===== src/rtl/maze_wall_gen.sv =====
// Maze wall generator: fills wall bits from a 32-bit LFSR, then carves one guaranteed path
// from the bottom-left cell to the top-right cell. Define MAZE_BORDER_EN to pin the outer walls high.
module maze_wall_gen #(
    parameter int          H_N  = 5,
    parameter int          V_N  = 5,
    parameter logic [31:0] SEED = 32'd30504031
) (
    input  logic                 sec_clock,
    input  logic                 reset,
    input  logic                 i_regen,
    output logic [H_N*V_N-1:0]   o_wall_h,
    output logic [H_N*V_N-1:0]   o_wall_v,
    output logic                 o_ready,
    output logic [7:0]           o_level
);

    // state | meaning
    // GEN   | random fill of wall bits, one cell per cycle
    // CARVE | staircase walk from (0,V_N-1) to (H_N-1,0), clearing one wall per step
    // DONE  | maze stable, o_ready high until regen
    typedef enum logic [1:0] {
        GEN   = 2'd0,
        CARVE = 2'd1,
        DONE  = 2'd2
    } state_t;

    localparam int                 N         = H_N * V_N;
    localparam int                 IDX_W     = $clog2(N) + 1;
    localparam logic [31:0]        SEED_EFF  = (SEED == 32'd0) ? 32'd1 : SEED;
    localparam logic [IDX_W-1:0]   ONE       = IDX_W'(1);
    localparam logic [IDX_W-1:0]   C_LAST    = IDX_W'(N - 1);
    localparam logic [IDX_W-1:0]   I_LAST    = IDX_W'(H_N - 1);
    localparam logic [IDX_W-1:0]   J_START   = IDX_W'(V_N - 1);
    localparam logic [IDX_W-1:0]   V_W       = IDX_W'(V_N);
    localparam logic [IDX_W-1:0]   STEP_LOAD = IDX_W'(H_N + V_N - 3);

    state_t             r_state;
    state_t             w_state_nxt;
    logic [31:0]        r_lfsr;
    logic               w_lfsr_fb;
    logic [IDX_W-1:0]   r_c;
    logic [IDX_W-1:0]   w_c_nxt;
    logic [IDX_W-1:0]   r_i;
    logic [IDX_W-1:0]   w_i_nxt;
    logic [IDX_W-1:0]   r_j;
    logic [IDX_W-1:0]   w_j_nxt;
    logic [IDX_W-1:0]   r_step;
    logic [IDX_W-1:0]   w_step_nxt;
    logic [N-1:0]       r_wall_h;
    logic [N-1:0]       w_wall_h_nxt;
    logic [N-1:0]       r_wall_v;
    logic [N-1:0]       w_wall_v_nxt;
    logic               r_ready;
    logic               w_ready_nxt;
    logic [7:0]         r_level;
    logic [7:0]         w_level_nxt;
    logic [IDX_W-1:0]   w_cell;
    logic [IDX_W-1:0]   w_up_idx;
    logic               w_move_up;

    assign w_lfsr_fb = r_lfsr[31] ^ r_lfsr[21] ^ r_lfsr[1] ^ r_lfsr[0];
    assign w_cell    = (r_i * V_W) + r_j;
    // An up move opens the bottom edge of the cell above the current one.
    assign w_up_idx  = w_cell - ONE;

    always_ff @(posedge sec_clock) begin
        if (!reset) begin
            r_state  <= GEN;
            r_lfsr   <= SEED_EFF;
            r_c      <= '0;
            r_i      <= '0;
            r_j      <= '0;
            r_step   <= '0;
            r_wall_h <= '1;
            r_wall_v <= '1;
            r_ready  <= 1'b0;
            r_level  <= 8'd0;
        end else begin
            r_state  <= w_state_nxt;
            r_lfsr   <= {r_lfsr[30:0], w_lfsr_fb};
            r_c      <= w_c_nxt;
            r_i      <= w_i_nxt;
            r_j      <= w_j_nxt;
            r_step   <= w_step_nxt;
            r_wall_h <= w_wall_h_nxt;
            r_wall_v <= w_wall_v_nxt;
            r_ready  <= w_ready_nxt;
            r_level  <= w_level_nxt;
        end
    end

    always_comb begin
        w_state_nxt  = r_state;
        w_c_nxt      = r_c;
        w_i_nxt      = r_i;
        w_j_nxt      = r_j;
        w_step_nxt   = r_step;
        w_wall_h_nxt = r_wall_h;
        w_wall_v_nxt = r_wall_v;
        w_ready_nxt  = r_ready;
        w_level_nxt  = r_level;
        w_move_up    = 1'b0;

        case (r_state)
            GEN: begin
                if (i_regen) begin
                    w_c_nxt = '0;
                end else begin
                    for (int k = 0; k < N; k++) begin
                        if (IDX_W'(k) == r_c) begin
                            w_wall_h_nxt[k] = r_lfsr[0];
                            w_wall_v_nxt[k] = r_lfsr[1];
                        end
                    end
                    if (r_c == C_LAST) begin
                        w_state_nxt = CARVE;
                        w_i_nxt     = '0;
                        w_j_nxt     = J_START;
                        w_step_nxt  = STEP_LOAD;
                    end else begin
                        w_c_nxt = r_c + ONE;
                    end
                end
            end

            CARVE: begin
                if (i_regen) begin
                    w_state_nxt = GEN;
                    w_c_nxt     = '0;
                end else begin
                    // Right-column and top-row positions have only one legal direction.
                    if (r_i == I_LAST) begin
                        w_move_up = 1'b1;
                    end else if (r_j == '0) begin
                        w_move_up = 1'b0;
                    end else begin
                        w_move_up = ~r_lfsr[0];
                    end

                    for (int k = 0; k < N; k++) begin
                        if (w_move_up && (IDX_W'(k) == w_up_idx)) begin
                            w_wall_h_nxt[k] = 1'b0;
                        end
                        if (!w_move_up && (IDX_W'(k) == w_cell)) begin
                            w_wall_v_nxt[k] = 1'b0;
                        end
                    end

                    if (w_move_up) begin
                        w_j_nxt = r_j - ONE;
                    end else begin
                        w_i_nxt = r_i + ONE;
                    end

                    if (r_step == '0) begin
                        w_state_nxt = DONE;
                        w_ready_nxt = 1'b1;
                        if (r_level != 8'hFF) begin
                            w_level_nxt = r_level + 8'd1;
                        end
                    end else begin
                        w_step_nxt = r_step - ONE;
                    end
                end
            end

            DONE: begin
                if (i_regen) begin
                    w_state_nxt = GEN;
                    w_ready_nxt = 1'b0;
                    w_c_nxt     = '0;
                end
            end

            default: begin
                w_state_nxt = GEN;
                w_c_nxt     = '0;
            end
        endcase
    end

`ifdef MAZE_BORDER_EN
    function automatic logic [N-1:0] border_h_mask();
        logic [N-1:0] m;
        m = '0;
        for (int i = 0; i < H_N; i++) begin
            m[i*V_N + V_N - 1] = 1'b1;
        end
        return m;
    endfunction

    function automatic logic [N-1:0] border_v_mask();
        logic [N-1:0] m;
        m = '0;
        for (int j = 0; j < V_N; j++) begin
            m[(H_N-1)*V_N + j] = 1'b1;
        end
        return m;
    endfunction

    localparam logic [N-1:0] BORDER_H = border_h_mask();
    localparam logic [N-1:0] BORDER_V = border_v_mask();

    assign o_wall_h = r_wall_h | BORDER_H;
    assign o_wall_v = r_wall_v | BORDER_V;
`else
    assign o_wall_h = r_wall_h;
    assign o_wall_v = r_wall_v;
`endif

    assign o_ready = r_ready;
    assign o_level = r_level;

endmodule


===== config.mk =====
export PLATFORM = sky130hd
export DESIGN_NAME = maze_wall_gen
export DESIGN_NICKNAME = d
export VERILOG_FILES = /design/src/rtl/maze_wall_gen.sv
export SDC_FILE = /design/constraint.sdc
export NUM_CORES = 1
export LEC_CHECK = 0
export BUFFER_PORTS_ARGS = -buffer_cell sky130_fd_sc_hd__buf_2
export CAP_MARGIN = 5
export CORE_MARGIN = 2
export CORE_UTILIZATION = 39
export DETAILED_ROUTE_END_ITERATION = 16
export PLACE_DENSITY = 0.63
export RECOVER_POWER = 25
export SLEW_MARGIN = 20
export SYNTH_ARGS = -nofsm -noshare
export SYNTH_HDL_FRONTEND = slang
export SYNTH_SLANG_ARGS = --single-unit
export TNS_END_PERCENT = 1

===== constraint.sdc =====
create_clock -name sec_clock -period 3 [get_ports sec_clock]
set_clock_uncertainty 0.05 [all_clocks]
set_input_delay 0.3 -clock sec_clock [delete_from_list [all_inputs] [get_ports sec_clock]]
set_output_delay 0.3 -clock sec_clock [all_outputs]
set_load 0.02 [all_outputs]

# Yosys cells after proc, flatten, opt, wreduce, memory -nomap -nowiden
# Index checks and enable logic that the tools add are counted.
[totals]
regBits = 117
input_bits = 3
out_inout_bits = 59
wordCells = 490
[op_classes]
add_sub_neg = 7
n_mul = 1
n_eq_ne = 163
mux = 139
bitwise = 5
reduce_logical = 117
[ops]
columns = ["op", "count"]
rows = [
  ["5-bit AND reduction", 53],
  ["2-bit != test, second input constant", 82],
  ["5-bit by 6-bit equality test with 1-bit output, first input constant", 27],
  ["4-bit by 6-bit equality test with 1-bit output, first input constant", 24],
  ["1-bit 2-to-1 mux", 107],
  ["25-bit 2-to-1 mux", 4],
  ["25-bit case mux with 2 select lines", 2],
  ["6-bit 2-to-1 mux", 15],
  ["3-bit by 6-bit equality test with 1-bit output, first input constant", 12],
  ["1-bit logical AND", 50],
  ["6-bit case mux with 2 select lines", 4],
  ["2-bit by 6-bit equality test with 1-bit output, first input constant", 6],
  ["6-bit logical NOT", 5],
  ["1-bit by 6-bit equality test with 1-bit output, first input constant", 3],
  ["6-bit by 1-bit subtractor with 6-bit output, second input constant", 3],
  ["6-bit by 1-bit adder with 6-bit output, second input constant", 2],
  ["4-bit AND reduction", 3],
  ["2-bit 2-to-1 mux", 5],
  ["8-bit by 1-bit adder with 8-bit output, second input constant", 1],
  ["8-bit != test, second input constant", 1],
  ["6-bit adder", 1],
  ["6-bit by 3-bit equality test with 1-bit output, second input constant", 1],
  ["6-bit by 5-bit equality test with 1-bit output, second input constant", 1],
  ["6-bit by 3-bit multiplier with 6-bit output, second input constant", 1],
  ["other kinds (13)", 19],
]

# Logic depth before layout (Yosys ltp)
# Gate-level depths: netlist of run 1.
[logic_depth]
depth_word = 10
depth_mapped = 11
depth_no_buf = 10

# Least setup slack after synthesis of run 1
# No wires, ideal clock.
[synth_path]
path_type = "register to register"
startpoint = "reg r_i[3]"
endpoint = "reg r_wall_v[16] (netlist: o_wall_v[16])"
setup_ps = 146
arrival_ps = 2805
t_required_ps = 2804
path_slack_ps = -1
stages_incl_launch_ff = 10
path_buffers = 1
period_less_slack_ps = 3001
path_cell_list = "dfxtp_1 > ha_1 > fa_1 > ha_1 > or2_1 > and3_1 > or4_1 > buf_2 > o311ai_1 > o2111ai_1"
[synth_between]
elab_chain_len = 8
word_cells_on_any_way = 11
classes_between = "add/sub (1); mul (1); eq/ne (3); mux (3); reduce/logical (3)"
[synth_lines]
columns = ["element", "line", "text"]
rows = [
  ["start: declaration", "43", "logic [IDX_W-1:0] r_i;"],
  ["start signal: assignment", "82", "r_i <= w_i_nxt;"],
  ["parallel branches: the longest is 5 deep, another holds 6-bit by 3-bit multiplier with 6-bit output", "n/a", ""],
  ["1-bit logical AND (*)", "144", "if (!w_move_up && (IDX_W'(k) == w_cell)) begin"],
  ["2-bit != test (no source line) (*)", "n/a", ""],
  ["5-bit AND reduction (no source line) (*)", "n/a", ""],
  ["end signal: assignment", "86", "r_wall_v <= w_wall_v_nxt;"],
  ["end: declaration", "51", "logic [N-1:0] r_wall_v;"],
]
# Every way passes the cells marked *. The select of a mux whose other input is x is not followed.
# A chain may end at the register's enable or synchronous reset.

# Worst setup path after layout of run 1
# Same ends and word-level chain as after synthesis.

==> results of run 1 <==
## sequential cells by signal (all words and copies together) (netlist names)
register,cells
r_lfsr,32
o_wall_h,25
o_wall_v,25
o_level,8
r_c,6
r_i,6
r_j,6
r_step,6
r_state,2
o_ready,1
## cell families (layout without fill, tap and decap cells)
group | Yosys count | count (layout) | synth area share
adders and majority gates | 26 | 26 | 0.0566
buffers and inverters | 79 | 168 | 0.0539
DFF | 117 | 117 | 0.381
and+or+nand+nor | 250 | 250 | 0.221
AOI/OAI and AO/OA | 145 | 145 | 0.171
muxes | 46 | 46 | 0.0749
xor gates and xnor gates | 25 | 25 | 0.0415
## critical path: cells and delay by family, from the launching register on
kind	cells	cell delay, ps
AND/OR/NAND/NOR	3	950
flip-flops	1	330
AO/OA/AOI/OAI	2	350
adder cells (fa/ha/maj)	3	1010
buffers and inverters	1	170
## power by group through the flow
stage,clock network (mW),logic (mW),registers (mW)
after floorplan,0,0.127,1.63
after global placement,0,0.158,1.65
after detailed placement,0,0.164,1.65
after CTS,1.94,0.165,1.62
after global routing,2.03,0.182,1.62
final,1.93,0.167,1.62
## synth_stat cells, types with 3 or more instances
cell type    n
or4_1        8
nor4_2       5
buf_1        4
xnor2_1     17
mux2i_1     46
a32oi_1     16
ha_1        23
nor4_1      11
nor2_1      46
nand2b_1    16
buf_2        6
nor2b_1      5
nor3b_1      5
nand4_1      7
a21boi_0     7
nand3_1     32
o21ai_0     16
and3_1       4
o311ai_1    22
o21ai_1      3
nor3_1      23
buf_6        3
clkbuf_1    32
a31o_2       3
or3_1        3
and2_1      21
xor2_1       5
o41ai_1      3
o211ai_1    12
o31ai_1      5
nand2_1     48
a21oi_1     18
fa_1         3
a31oi_1     18
dfxtp_1    117
nor4b_1      3
inv_1       31
## routing by layer
layer  global-route usage  up-vias  part of all wire
met5                    0        -                 0
met4               0.0867        0             0.020
met3               0.0557       31             0.062
met2                0.342      223              0.47
met1                0.292     2761              0.44
li1                     -     2699                 -
## repair_timing
action / 4_1_cts / 5_1_grt
resized for setup: 11 / 40
hold endpoints to repair: 0 / 0
buffers inserted: 0 / 2
endpoints found under the setup margin: 48 / 41
gates cloned: 0 / 1
pin swaps: 3 / 17
## final cells by class
type / instances / share of cell area
multi-input cells: 492 / 0.487
repair buffers: 105 / 0.0888
well taps: 211 / 0.0340
clock inverters: 11 / 0.0134
clock buffers: 20 / 0.0589
flip-flops and latches: 117 / 0.303
inverters: 32 / 0.0155
## metrics by stage
step	util	cell area (um^2)
global route	0.506	7750
finish	0.506	7750
detailed placement	0.448	6850
global placement	0.448	6850
CTS	0.489	7480
floorplan	-	6150
## cells in the final DEF, fill, tap and decap left out, types with 9 or more instances in the layout
cell       Yosys  final
dfxtp_1      117    114
buf_2          6     61
nand2_1       48     46
nor2_1        46     46
mux2i_1       46     46
buf_4          1     38
nand3_1       32     32
inv_1         31     30
nor3_1        23     23
and2_1        21     20
a31oi_1       18     18
ha_1          23     18
a21oi_1       18     17
clkbuf_16      0     17
o21ai_0       16     16
xnor2_1       17     16
nand2b_1      16     16
a32oi_1       16     16
o211ai_1      12     12
o311ai_2       0     11
o311ai_1      22      9
## path summary, 6_finish.rpt
check | from | end | cells past startpoint
max | r_i[3] | o_wall_v[16] | 9
min | reset | r_lfsr[16] | 2
max reg2reg | r_i[3] | o_wall_v[16] | 9
min reg2reg | r_lfsr[12] | r_lfsr[13] | 1
==> results.sh, run 1 <==
export IMPL_status="complete, but fails checks"
export IMPL_violations="negative setup slack"
export IMPL_coreArea_um2=15300
export IMPL_clk_latency_ps=420
export IMPL_synth_cell_area_um2=6150
export IMPL_pre_cts_ws_ps=-220
export IMPL_seqPwrFrac=0.436
export IMPL_ys_async_sr_fraction=0
export IMPL_total_power_mw=3.71
export IMPL_drtIter0Drc=509
export IMPL_avgSynthCellArea_um2=8.94
export IMPL_portBuffers=61
export IMPL_antenna_found_initial=0
export IMPL_synth_net_count=717
export IMPL_power_density_nw_per_um2=479
export IMPL_cp_max_fo=5
export IMPL_finalSetupViolCount=4
export IMPL_grt_max_degree=71
export IMPL_cts_max_level=4
export IMPL_pwr_share_comb=0.045
export IMPL_cp_start_kind="flip-flop"
export IMPL_dp_cells=954
export IMPL_routed_wl_mm=18.1
export IMPL_syn_to_final_growth_pct=26.1
export IMPL_antenna_cells=0
export IMPL_maxCapViolations=0
export IMPL_via_per_inst=5.78
export IMPL_cts_path_max_buffers=2
export IMPL_slew_headroom=0.368
export IMPL_cp_data_arrival_time_ps=3250
export IMPL_seq_area_um2=2350
export IMPL_gp_congestion=0.882
export IMPL_yosysWarnings=0
export IMPL_numCtsBuffers=17
export IMPL_synth_cell_types=70
export IMPL_start_util=0.402
export IMPL_cts_root_buffer="clkbuf_16"
export IMPL_p_leak_nw=2.87
export IMPL_fillers=1428
export IMPL_synth_edff_count=0
export IMPL_worst_slew_pin_slew_ps=941
export IMPL_cts_tree="yes"
export IMPL_min_period_over_period=1.01
export IMPL_path_class="flip-flop to flip-flop"
export IMPL_timing_fmax_mhz=328
export IMPL_dieArea_um2=16800
export IMPL_hold_path_class="input port to flip-flop"
export IMPL_drc=0
export IMPL_tns_ps=-101
export IMPL_firstDrtPassIters=5
export IMPL_ir_drop_mv=0.364
export IMPL_grt_usage=0.220
export IMPL_p_sw_uw=897
export IMPL_drive_above_1_share=0.243
export IMPL_final_nets=794
export IMPL_multiInputGateArea_um2=3770
export IMPL_required_ps=3200
export IMPL_clockPowerShare=0.519
export IMPL_ys_flop_type="dfxtp_1"
export IMPL_std_cell_rows=45
export IMPL_cts_sinks=117
export IMPL_finalHoldViolCount=0
export IMPL_cp_end_kind="flip-flop"
export IMPL_switching_share=0.242
export IMPL_final_cells=988
export IMPL_rsz0062_at_grt="true"
export IMPL_drv_slew=0
export IMPL_yosysSeqAreaShare=0.381
export IMPL_yosys_top_cells_area="dfxtp_1, mux2i_1, ha_1"
export IMPL_cp_cell_sequence="ha_4, fa_1, ha_4, or2_4, and3_4, or4_4, buf_8, o311ai_4, o2111ai_1"
export IMPL_die_w_um=130
export IMPL_hold_buffers=0
export IMPL_holdWs_ps=227
export IMPL_period_needed_ps=3040
export IMPL_power_internal_mw=2.82
export IMPL_path_common_cell="ha_4"
export IMPL_die_y_um=130
export IMPL_yosysTopAreaCell="dfxtp_1"
export IMPL_final_antenna_net_count=0
export IMPL_syn_inst=688
export IMPL_dp_hpwl_mm=12.5
export IMPL_slowest_stage="fa_1"
export IMPL_grt_pass1_vias=5500
export IMPL_cts_clk_slew_worst_paths_ps=60
export IMPL_overflow=0
export IMPL_synth_seq_cells=117
export IMPL_pin_count=62
export IMPL_vias=5714
export IMPL_reg2reg_slack_ps=-40
export IMPL_fin_ws_ps=-44.3
export IMPL_grt_pass1_wl_mm=28.7
export IMPL_cpPeakStageDelay_ps=550
export IMPL_wl_per_cell_um=18.3
export IMPL_synth_top_cell_area_share=0.381
No activity file was read; power rests on OpenSTA's default activity.
==> inputs of run 2 (changes only) <==
--- a/config.mk
+++ b/config.mk
@@ -5,12 +5,13 @@
 export SDC_FILE = /design/constraint.sdc
 export NUM_CORES = 1
 export LEC_CHECK = 0
+export ABC_AREA = 1
 export BUFFER_PORTS_ARGS = -buffer_cell sky130_fd_sc_hd__buf_2
 export CAP_MARGIN = 5
 export CORE_MARGIN = 2
 export CORE_UTILIZATION = 39
 export DETAILED_ROUTE_END_ITERATION = 16
-export PLACE_DENSITY = 0.63
+export PLACE_DENSITY = 0.6
 export RECOVER_POWER = 25
 export SLEW_MARGIN = 20
 export SYNTH_ARGS = -nofsm -noshare
==> constraint.sdc (replaced) <==
create_clock -name sec_clock -period 2.9 [get_ports sec_clock]
set_clock_uncertainty 0.05 [all_clocks]
set_input_delay 0.29 -clock sec_clock [delete_from_list [all_inputs] [get_ports sec_clock]]
set_output_delay 0.29 -clock sec_clock [all_outputs]
set_load 0.02 [all_outputs]
==> results.sh, run 2 <==
export IMPL_drive_above_1_share=0.147
export IMPL_std_cell_rows=47
export IMPL_cts_path_max_buffers=2
export IMPL_cts_root_buffer="clkbuf_16"
export IMPL_die_w_um=133
export IMPL_drv_slew=39
export IMPL_path_common_cell="nand2_1"
export IMPL_worst_slew_pin_slew_ps=1520
export IMPL_maxCapViolations=1
export IMPL_ys_async_sr_fraction=0
export IMPL_drc=0
export IMPL_vias=6032
export IMPL_top_register="r_lfsr"
export IMPL_fillers=1746
export IMPL_rsz0062_at_grt="true"
export IMPL_grt_pass1_vias=5411
export IMPL_synth_most_common_cell="nand2_1"
export IMPL_clk_latency_ps=420
export IMPL_firstDrtPassIters=7
export IMPL_synth_net_count=1002
export IMPL_antenna_cells=0
export IMPL_syn_inst=973
export IMPL_grt_pass1_wl_mm=26.7
export IMPL_via_per_inst=4.75
export IMPL_required_ps=3160
export IMPL_cp_max_fo=18
export IMPL_final_nets=1067
export IMPL_synth_commonest_cells="nand2_1, inv_1, dfxtp_1"
export IMPL_total_power_mw=8.15
export IMPL_yosys_top_cells_area="dfxtp_1, nand2_1, inv_1"
export IMPL_cp_cell_sequence="ha_1, fa_1, ha_4, a21oi_1, nand2_1, nand2_1, nand2_2, inv_2, buf_6, nand2_1, o21ai_1, nand2_1, nand2_1, nand2_1"
export IMPL_hold_buffers=0
export IMPL_period_needed_ps=2710
export IMPL_syn_to_final_growth_pct=17.8
export IMPL_ir_drop_mv=0.482
export IMPL_die_y_um=133
export IMPL_power_density_nw_per_um2=1060
export IMPL_antenna_found_initial=0
export IMPL_start_util=0.397
export IMPL_numCtsBuffers=17
export IMPL_avgSynthCellArea_um2=6.71
export IMPL_dieArea_um2=17800
export IMPL_wl_per_cell_um=12.8
export IMPL_gp_congestion=0.933
export IMPL_final_common_cell="nand2_1"
export IMPL_final_antenna_net_count=0
export IMPL_cpPeakStageDelay_ps=570
export IMPL_portBuffers=61
export IMPL_largest_reg_flops=32
export IMPL_status="complete, but fails checks"
export IMPL_tns_ps=0
export IMPL_post_cts_buffers=0
export IMPL_violations="max-capacitance violations, max-slew violations"
export IMPL_path_class="flip-flop to flip-flop"
export IMPL_synth_cell_area_um2=6530
export IMPL_finalSetupViolCount=0
export IMPL_grt_max_degree=56
export IMPL_synth_cell_types=39
export IMPL_grt_usage=0.188
export IMPL_dp_hpwl_mm=11.6
export IMPL_synth_top_cell_area_share=0.359
export IMPL_slew_headroom=-0.0142
export IMPL_cts_sinks=117
export IMPL_cts_max_level=4
export IMPL_cp_end_kind="flip-flop"
export IMPL_yosysTopAreaCell="dfxtp_1"
export IMPL_cts_clk_slew_worst_paths_ps=60
export IMPL_hold_path_class="input port to flip-flop"
export IMPL_timing_fmax_mhz=368
export IMPL_coreArea_um2=16500
export IMPL_cp_data_arrival_time_ps=2980
export IMPL_yosysSeqAreaShare=0.359
export IMPL_finalHoldViolCount=0
export IMPL_yosysWarnings=0
export IMPL_overflow=0
export IMPL_synth_seq_cells=117
export IMPL_p_leak_nw=3.63
export IMPL_cp_start_kind="flip-flop"
export IMPL_min_period_over_period=0.936
export IMPL_cts_tree="yes"
export IMPL_most_common_layout_cells="nand2_1, inv_1, dfxtp_1"
export IMPL_ys_flop_type="dfxtp_1"
export IMPL_pin_count=62
export IMPL_drtIter0Drc=472
export IMPL_slowest_stage="fa_1"
export IMPL_synth_edff_count=0
export IMPL_routed_wl_mm=16.2
## run 2: layer usage
metal  vias to the layer above  wire length, um  track usage
li1                       3179                -            -
met5                         -                0            0
met2                       138             7110        0.281
met1                      2689             8040        0.265
met4                         0              303       0.0762
met3                        26              789       0.0373
## run 2: kinds of logic after synthesis
kind of cell,Yosys count,synth area share
compound gates,131,0.129
xor+xnor,10,0.0134
fa+ha+maj,26,0.0533
buf+inv,193,0.118
flops,117,0.359
simple gates,496,0.327
## run 2: path summary, 6_finish.rpt
path / startpoint / endpoint / slack [ps] / cells after the start
worst max-delay path: r_i[1] / o_wall_v[0] / 190 / 14
worst min-delay path: i_regen / o_ready / 320 / 4
worst max register to register: r_i[1] / o_wall_v[0] / 190 / 14
worst min register to register: r_lfsr[7] / r_lfsr[8] / 360 / 2
## run 2: final cells by class
type                    instances  area (um^2)  share of cell area
multi-input cells             663         3470               0.451
flip-flops and latches        117         2340               0.304
inverters                     157          599              0.0779
repair buffers                 82          449              0.0584
clock buffers                  19          433              0.0563
well taps                     220          275              0.0358
clock inverters                13          124              0.0161
## run 2: critical path, delay by kind of cell, from the launching register on
kind                     cells  cell delay [ps]
AO/OA/AOI/OAI                2              300
adder cells (fa/ha/maj)      3             1120
buffers and inverters        2              280
flip-flops                   1              310
AND/OR/NAND/NOR              7              510
## run 2: power breakdown
part | internal [mW] | total (mW) | switching (mW)
Combinational | 1.19 | 3.88 | 2.69
Sequential | 2.03 | 2.27 | 0.245
Clock | 1.19 | 2.00 | 0.811
## run 2: metrics by stage
step / cells / utilization / area [um^2] / hold WS, ps / worst slack (ps)
2_1_floorplan: 973 / - / 6530 / 340 / 217
3_3_place_gp: 1239 / 0.432 / 7110 / 343 / 62.1
3_5_place_dp: 1239 / 0.432 / 7110 / 348 / 6.36
4_1_cts: 1271 / 0.466 / 7670 / 301 / 3.07
5_1_grt: 1271 / 0.467 / 7690 / 329 / -25.5
6_report: 1271 / 0.467 / 7690 / 319 / 186
## run 2: repair_timing
| item | in CTS | in global routing |
|---|---|---|
| endpoints found under the hold margin | 0 | 0 |
| setup endpoints to repair | 0 | 50 |
| gates resized for setup | 0 | 19 |
